<file path="config.mk">
export PLATFORM = sky130hd
export DESIGN_NAME = traffic_phase_scheduler
export DESIGN_NICKNAME = d
export VERILOG_FILES = /design/src/rtl/traffic_phase_scheduler.sv
export SDC_FILE = /design/constraint.sdc
export NUM_CORES = 1
export LEC_CHECK = 0
export ABC_CLOCK_PERIOD_IN_PS = 4100
export BUFFER_PORTS_ARGS = -buffer_cell sky130_fd_sc_hd__buf_2
export CAP_MARGIN = 20
export CORE_MARGIN = 4
export CORE_UTILIZATION = 45
export CTS_CLUSTER_SIZE = 30
export DETAILED_ROUTE_END_ITERATION = 8
export PLACE_DENSITY = 0.74
export SLEW_MARGIN = 20
export SYNTH_ARGS = -nofsm -noshare
export SYNTH_HDL_FRONTEND = slang
export SYNTH_SLANG_ARGS = --single-unit
</file>
<file path="constraint.sdc">
create_clock -name clk_1Hz -period 4.1 [get_ports clk_1Hz]
set_input_delay 0.205 -clock clk_1Hz [delete_from_list [all_inputs] [get_ports clk_1Hz]]
set_output_delay 0.205 -clock clk_1Hz [all_outputs]
set_load 0.05 [all_outputs]
</file>
<file path="src/rtl/traffic_phase_scheduler.sv">
// rtl/traffic_phase_scheduler.sv - demand-driven round-robin phase scheduler for an N-approach junction
// Optional feature macro: EMERGENCY_PREEMPT_EN (adds preempt input and preempt_active output).
module traffic_phase_scheduler #(
    parameter int N_APPROACH = 4,
    parameter int CNT_W      = 4,
    parameter int GREEN_MIN  = 3,
    parameter int GREEN_MAX  = 15,
    parameter int YELLOW_T   = 3,
    parameter int ALLRED_T   = 1
) (
    input  logic                          clk_1Hz,
    input  logic                          reset,
    input  logic [N_APPROACH*CNT_W-1:0]   count,
    input  logic [N_APPROACH-1:0]         req,
`ifdef EMERGENCY_PREEMPT_EN
    input  logic [N_APPROACH-1:0]         preempt,
    output logic                          preempt_active,
`endif
    output logic [3*N_APPROACH-1:0]       light_st,
    output logic [2:0]                    active_idx,
    output logic [4:0]                    phase_timer
);

    typedef enum logic [1:0] {ST_ALLRED = 2'd0, ST_GREEN = 2'd1, ST_YELLOW = 2'd2} state_t;

    localparam logic [4:0] T_YELLOW = 5'(YELLOW_T - 1);
    localparam logic [4:0] T_ALLRED = 5'(ALLRED_T - 1);
    localparam logic [2:0] LAST_RST = 3'(N_APPROACH - 1);

    state_t                r_state, w_state_nxt;
    logic [2:0]            r_active_idx, w_active_nxt;
    logic [2:0]            r_last_grant, w_last_nxt;
    logic [4:0]            r_phase_timer, w_timer_nxt, w_timer_dec, w_green_load;
    logic                  w_timer_zero, w_competing;
    logic [N_APPROACH-1:0] w_active_oh;
    logic                  w_rr_hi_found, w_rr_lo_found, w_rr_found;
    logic [2:0]            w_rr_hi_idx, w_rr_lo_idx, w_rr_idx, w_grant_idx;
    logic [CNT_W-1:0]      w_grant_cnt;
    logic [31:0]           w_grant_cnt_ext;
`ifdef EMERGENCY_PREEMPT_EN
    logic                  r_preempt_active, w_pa_nxt;
    logic                  w_pe_found, w_pe_other, w_pe_own;
    logic [2:0]            w_pe_idx;
`endif

    assign w_timer_zero = (r_phase_timer == 5'd0);
    assign w_timer_dec  = w_timer_zero ? 5'd0 : r_phase_timer - 5'd1;

    // Round-robin: lowest requester above last_grant, else lowest at or below it.
    always_comb begin
        w_rr_hi_found = 1'b0;
        w_rr_lo_found = 1'b0;
        w_rr_hi_idx   = '0;
        w_rr_lo_idx   = '0;
        w_active_oh   = '0;
        for (int i = N_APPROACH - 1; i >= 0; i--) begin
            if (3'(i) == r_active_idx) w_active_oh[i] = 1'b1;
            if (req[i]) begin
                if (3'(i) > r_last_grant) begin
                    w_rr_hi_found = 1'b1;
                    w_rr_hi_idx   = 3'(i);
                end else begin
                    w_rr_lo_found = 1'b1;
                    w_rr_lo_idx   = 3'(i);
                end
            end
        end
        w_rr_found  = w_rr_hi_found | w_rr_lo_found;
        w_rr_idx    = w_rr_hi_found ? w_rr_hi_idx : w_rr_lo_idx;
        w_competing = |(req & ~w_active_oh);
    end

`ifdef EMERGENCY_PREEMPT_EN
    always_comb begin
        w_pe_found = 1'b0;
        w_pe_idx   = '0;
        for (int i = N_APPROACH - 1; i >= 0; i--) begin
            if (preempt[i]) begin
                w_pe_found = 1'b1;
                w_pe_idx   = 3'(i);
            end
        end
        w_pe_other  = |(preempt & ~w_active_oh);
        w_pe_own    = |(preempt & w_active_oh);
        w_grant_idx = w_pe_found ? w_pe_idx : w_rr_idx;
    end
`else
    assign w_grant_idx = w_rr_idx;
`endif

    // Green length is the granted approach's count clamped to [GREEN_MIN, GREEN_MAX].
    always_comb begin
        w_grant_cnt = '0;
        for (int i = 0; i < N_APPROACH; i++) begin
            if (3'(i) == w_grant_idx) w_grant_cnt = count[i*CNT_W +: CNT_W];
        end
        w_grant_cnt_ext = 32'(w_grant_cnt);
        if (w_grant_cnt_ext < 32'(GREEN_MIN))
            w_green_load = 5'(GREEN_MIN - 1);
        else if (w_grant_cnt_ext > 32'(GREEN_MAX))
            w_green_load = 5'(GREEN_MAX - 1);
        else
            w_green_load = 5'(w_grant_cnt_ext - 32'd1);
    end

    always_comb begin
        w_state_nxt  = r_state;
        w_active_nxt = r_active_idx;
        w_last_nxt   = r_last_grant;
        w_timer_nxt  = w_timer_dec;
`ifdef EMERGENCY_PREEMPT_EN
        w_pa_nxt     = r_preempt_active;
`endif
        case (r_state)
            ST_ALLRED: begin
                if (w_timer_zero) begin
`ifdef EMERGENCY_PREEMPT_EN
                    if (w_pe_found) begin
                        w_state_nxt  = ST_GREEN;
                        w_active_nxt = w_pe_idx;
                        w_timer_nxt  = w_green_load;
                        w_pa_nxt     = 1'b1;
                    end else
`endif
                    if (w_rr_found) begin
                        w_state_nxt  = ST_GREEN;
                        w_active_nxt = w_rr_idx;
                        w_last_nxt   = w_rr_idx;
                        w_timer_nxt  = w_green_load;
                    end
                end
            end
            ST_GREEN: begin
`ifdef EMERGENCY_PREEMPT_EN
                if (w_pe_other) begin
                    w_state_nxt = ST_YELLOW;
                    w_timer_nxt = T_YELLOW;
                    w_pa_nxt    = 1'b0;
                end else if (w_timer_zero && !(r_preempt_active && w_pe_own) &&
                             (r_preempt_active || w_competing)) begin
                    w_state_nxt = ST_YELLOW;
                    w_timer_nxt = T_YELLOW;
                    w_pa_nxt    = 1'b0;
                end
`else
                if (w_timer_zero && w_competing) begin
                    w_state_nxt = ST_YELLOW;
                    w_timer_nxt = T_YELLOW;
                end
`endif
            end
            ST_YELLOW: begin
                if (w_timer_zero) begin
                    w_state_nxt = ST_ALLRED;
                    w_timer_nxt = T_ALLRED;
                end
            end
            default: begin
                w_state_nxt = ST_ALLRED;
                w_timer_nxt = T_ALLRED;
            end
        endcase
    end

    always_ff @(posedge clk_1Hz or posedge reset) begin
        if (reset) begin
            r_state       <= ST_ALLRED;
            r_active_idx  <= 3'd0;
            r_last_grant  <= LAST_RST;
            r_phase_timer <= T_ALLRED;
        end else begin
            r_state       <= w_state_nxt;
            r_active_idx  <= w_active_nxt;
            r_last_grant  <= w_last_nxt;
            r_phase_timer <= w_timer_nxt;
        end
    end

`ifdef EMERGENCY_PREEMPT_EN
    always_ff @(posedge clk_1Hz or posedge reset) begin
        if (reset) r_preempt_active <= 1'b0;
        else       r_preempt_active <= w_pa_nxt;
    end

    assign preempt_active = r_preempt_active;
`endif

    always_comb begin
        light_st = '0;
        for (int i = 0; i < N_APPROACH; i++) begin
            light_st[3*i +: 3] = 3'b100;
            if (3'(i) == r_active_idx) begin
                if (r_state == ST_GREEN)       light_st[3*i +: 3] = 3'b001;
                else if (r_state == ST_YELLOW) light_st[3*i +: 3] = 3'b010;
            end
        end
    end

    assign active_idx  = r_active_idx;
    assign phase_timer = r_phase_timer;

endmodule

</file>
==> results.txt <==
- Part of the cycle the worst path needs: around 68%
* Insertion delay of the later-clocked pin in the worst-skew pair: 0.27 ns
- In this run, the number of DRC markers left after iteration 0 of detailed routing was 23.
- The number of setup buffers added after CTS is 0.
* First-pass iteration count of the detailed router: 4
* Number of antenna violations at the first check in global routing: 0
* WP data required: 4.26 ns
* Core area: about 2200 sq um
- Setup violations remaining at the end of the flow were counted as 0.
* Synth Instances: 126
- Startpoint of the lowest-slack register-to-register path: r_last_grant[0]
* Yosys synthesis warning count: 0
* Cell Rows: 17
- Number of synthesized flops with an enable pin: 0
- Final Util: 58.66%
- The worst setup path is launched from a flip-flop.
* Cell area after synthesis: ~1100 sq um
* Number of nets with antenna violations after routing: 0
* Reg2reg path depth: 9
- The analysis attributes to cell leakage a power of between 0.6 and 0.7 nW.
* RSZ-0062 raised after global routing: no
- Vias in the first global route: 1020
- The count of buffers added on input and output ports is 40.
- For this run the aggregate overflow at the end of global routing stands at 0.
- Total of fill cells in the finished design: between 200 and 250
- Effective utilization at floorplan: 47.56%
- In this run the deepest clock path goes through 2 buffers.
* Total via count in the routed design: 1038
- Worst setup EP type: flip-flop
- Headroom to the max-slew limit came out at 44.94%.
- Largest driver fanout on the critical path: 10
- Sequential cells were found to cover 26.15% of the synthesized design area.
* Shortest clock period the worst path allows after layout: between 2 and 3 ns
- Main flop type after synthesis: dfrtp_1
- The synthesized design spends more area on one cell type than any other, namely dfrtp_1.
- Endpoint of the most critical register-to-register path: phase_timer[0]
* Endpoint of the worst setup timing path: phase_timer[0]
- Tightest Hold Check Type: input pin to flip-flop
- Aggregate global-route resource usage: 16.98%
- In this run the horizontal extent of the chip is 56.59 microns.
* Number of maximum-capacitance constraint violations: 0
- Power spread over the standard cell area amounts to 873.7 nW/um^2.
- Clock-pin slew of the registers on the worst-case setup and hold paths: approximately 0.07 ns
- Avg Inst Size Synth: 8.431 sq um
* Total routed wirelength: ~2.6 mm
- Number of top-level pins: 42
- The worst register-to-register path has a setup slack of ~1.3 ns.
* Max rail drop VDD: 0.5936 mV
- The worst setup path is of the flip-flop to flip-flop kind.
- Max-slew violation count: 0
- Cell variety after synth: roughly 40
* Wire length of the first global-routing pass: 4.333 mm
* Total clock sinks: 11
- TritonCTS created 3 clock buffers.
- Post-synthesis register bit count: 11
- Largest net degree at the start of global routing: 12
- Measured slew at the worst slew-check pin: 0.8215 ns
- Final worst clock skew: around 0.002 ns
- Overall power consumption after layout is estimated at approximately 1.1 mW.
- Of the post-synthesis cell area, the dominant cell type holds about a fifth.
* Top-count cell post-synth: nor2_1
- Crit path launch: r_last_grant[0]
- The number of nets handed over by synthesis was between 150 and 200.
- Setup TNS Final: 0 ns
- Most used standard cells in the synthesized netlist: 14 x nor2_1, 10 x a21oi_1, 9 x dfrtp_1, 9 x mux2i_1
- The post-route netlist has between 30% and 40% of its cells at a drive strength greater than 1.
- Die area: 3202 sq um
- Signal arrival time at the worst endpoint: 2.93 ns
* H-tree depth: 1
* TritonCTS clock tree: yes
- GP Congestion: 0.8299
* Synth async-reset ratio: 100.0%
* Routed len/inst: 13.31 microns
- Biggest area contributors in the synthesized netlist: dfrtp_1 21%, mux2i_1 8.5%, ha_1 8.2%, dfstp_2 4.9%, nor2_1 4.9%
- The area growth from synthesis to layout is 23.32%.
- Height of the die: 56.59 microns
- F_max: 0.3605 GHz
- Cell at the root of the clock tree: clkbuf_4
* Vias per inst: 5.296
* Number of design rule violations left after detail routing: 0
- The net count of the finished layout is slightly below 200.
* Final hold violations: 0
- 0 antenna diodes ended up in the layout.
* Post-DP HPWL: between 2 and 2.5 mm
- Result of the run: finished clean
## per-stage QoR
| step | worst slack [ns] | hold slack [ns] | instances | instance area (sq um) |
|---|---|---|---|---|
| after floorplan | 1.874 | 0.05601 | 126 | 1062 |
| after global placement | 1.431 | 0.2174 | 191 | 1274 |
| after detailed placement | 1.322 | 0.2178 | 191 | 1274 |
| after CTS | 1.314 | 0.4414 | 196 | 1310 |
| after global routing | 1.159 | 0.4727 | 196 | 1310 |
| final | 1.326 | 0.4431 | 196 | 1310 |
## flip-flops by register name, summed over array words and instances, names as in the netlist
register and flops:
phase_timer 5, active_idx 2, r_last_grant 2, r_state 2
## repair_timing
action | CTS | global route
hold buffers | 1 | 0
gates resized for setup | 0 | 0
endpoints found under the hold margin | 9 | 0
## critical path, stage by stage, from the launching register on
cell      delay (ns)
dfstp_2         0.56
nor2b_4         0.04
o21a_1          0.19
nor3_2          0.67
mux2i_1         0.27
mux2_2          0.22
inv_1           0.06
ha_1            0.20
nand3b_1        0.19
a32o_1          0.27
## placed cells by master (no fill, tap or decap), types with 4 or more instances in the layout
cell type	instances
nand2b_1	4
buf_2	40
a21oi_1	10
nand2_1	8
ha_1	7
and2_1	7
mux2i_1	9
nand3_1	4
nor2_1	14
dfrtp_1	9
nor3_1	4
inv_1	8
## where the power goes
part | leakage (nW) | internal, mW | switching (mW)
registers | 0.135 | 0.167 | 0.0594
clock network | 0.0150 | 0.0377 | 0.0374
logic | 0.549 | 0.301 | 0.542
total | 0.698 | 0.506 | 0.639
## cells by family after synthesis
family / share of synthesized area [%]
flops: 26.15
simple gates: 27.80
buf+inv: 5.065
other cells: 0.3530
xor+xnor: 1.649
fa+ha+maj: 8.245
compound gates: 17.67
mux: 13.07
## how the worst min path moves through the flow
| stage | start | to | slack (ns) | cells past startpoint |
|---|---|---|---|---|
| 2_1_floorplan | reset | active_idx[0] | 0.06 | 1 |
| 3_3_place_gp | reset | r_state[0] | 0.22 | 2 |
| 3_5_place_dp | reset | phase_timer[4] | 0.22 | 2 |
| 4_1_cts | req[0] | r_state[0] | 0.44 | 5 |
| 5_1_grt | req[0] | r_state[0] | 0.47 | 5 |
| 6_report | req[0] | r_state[0] | 0.44 | 5 |
## per-layer routing
metal | up-vias | track usage, % | wire length [microns]
met1 | 476 | 20.68 | 1139
met3 | 4 | 3.218 | 149
met2 | 33 | 28.71 | 1296
met5 | - | 0 | 0
met4 | 0 | 7.458 | 22
li1 | 525 | - | -
## final cells by class
type	instances	area [sq um]	area share, %
multi-input combinational	104	730.7	55.78
sequential	11	277.8	21.20
timing repair buffer	41	210.2	16.05
tap	28	35.03	2.674
inverter	8	30.03	2.292
clock buffer	4	26.28	2.006
Power figures use the tool's default switching activity.
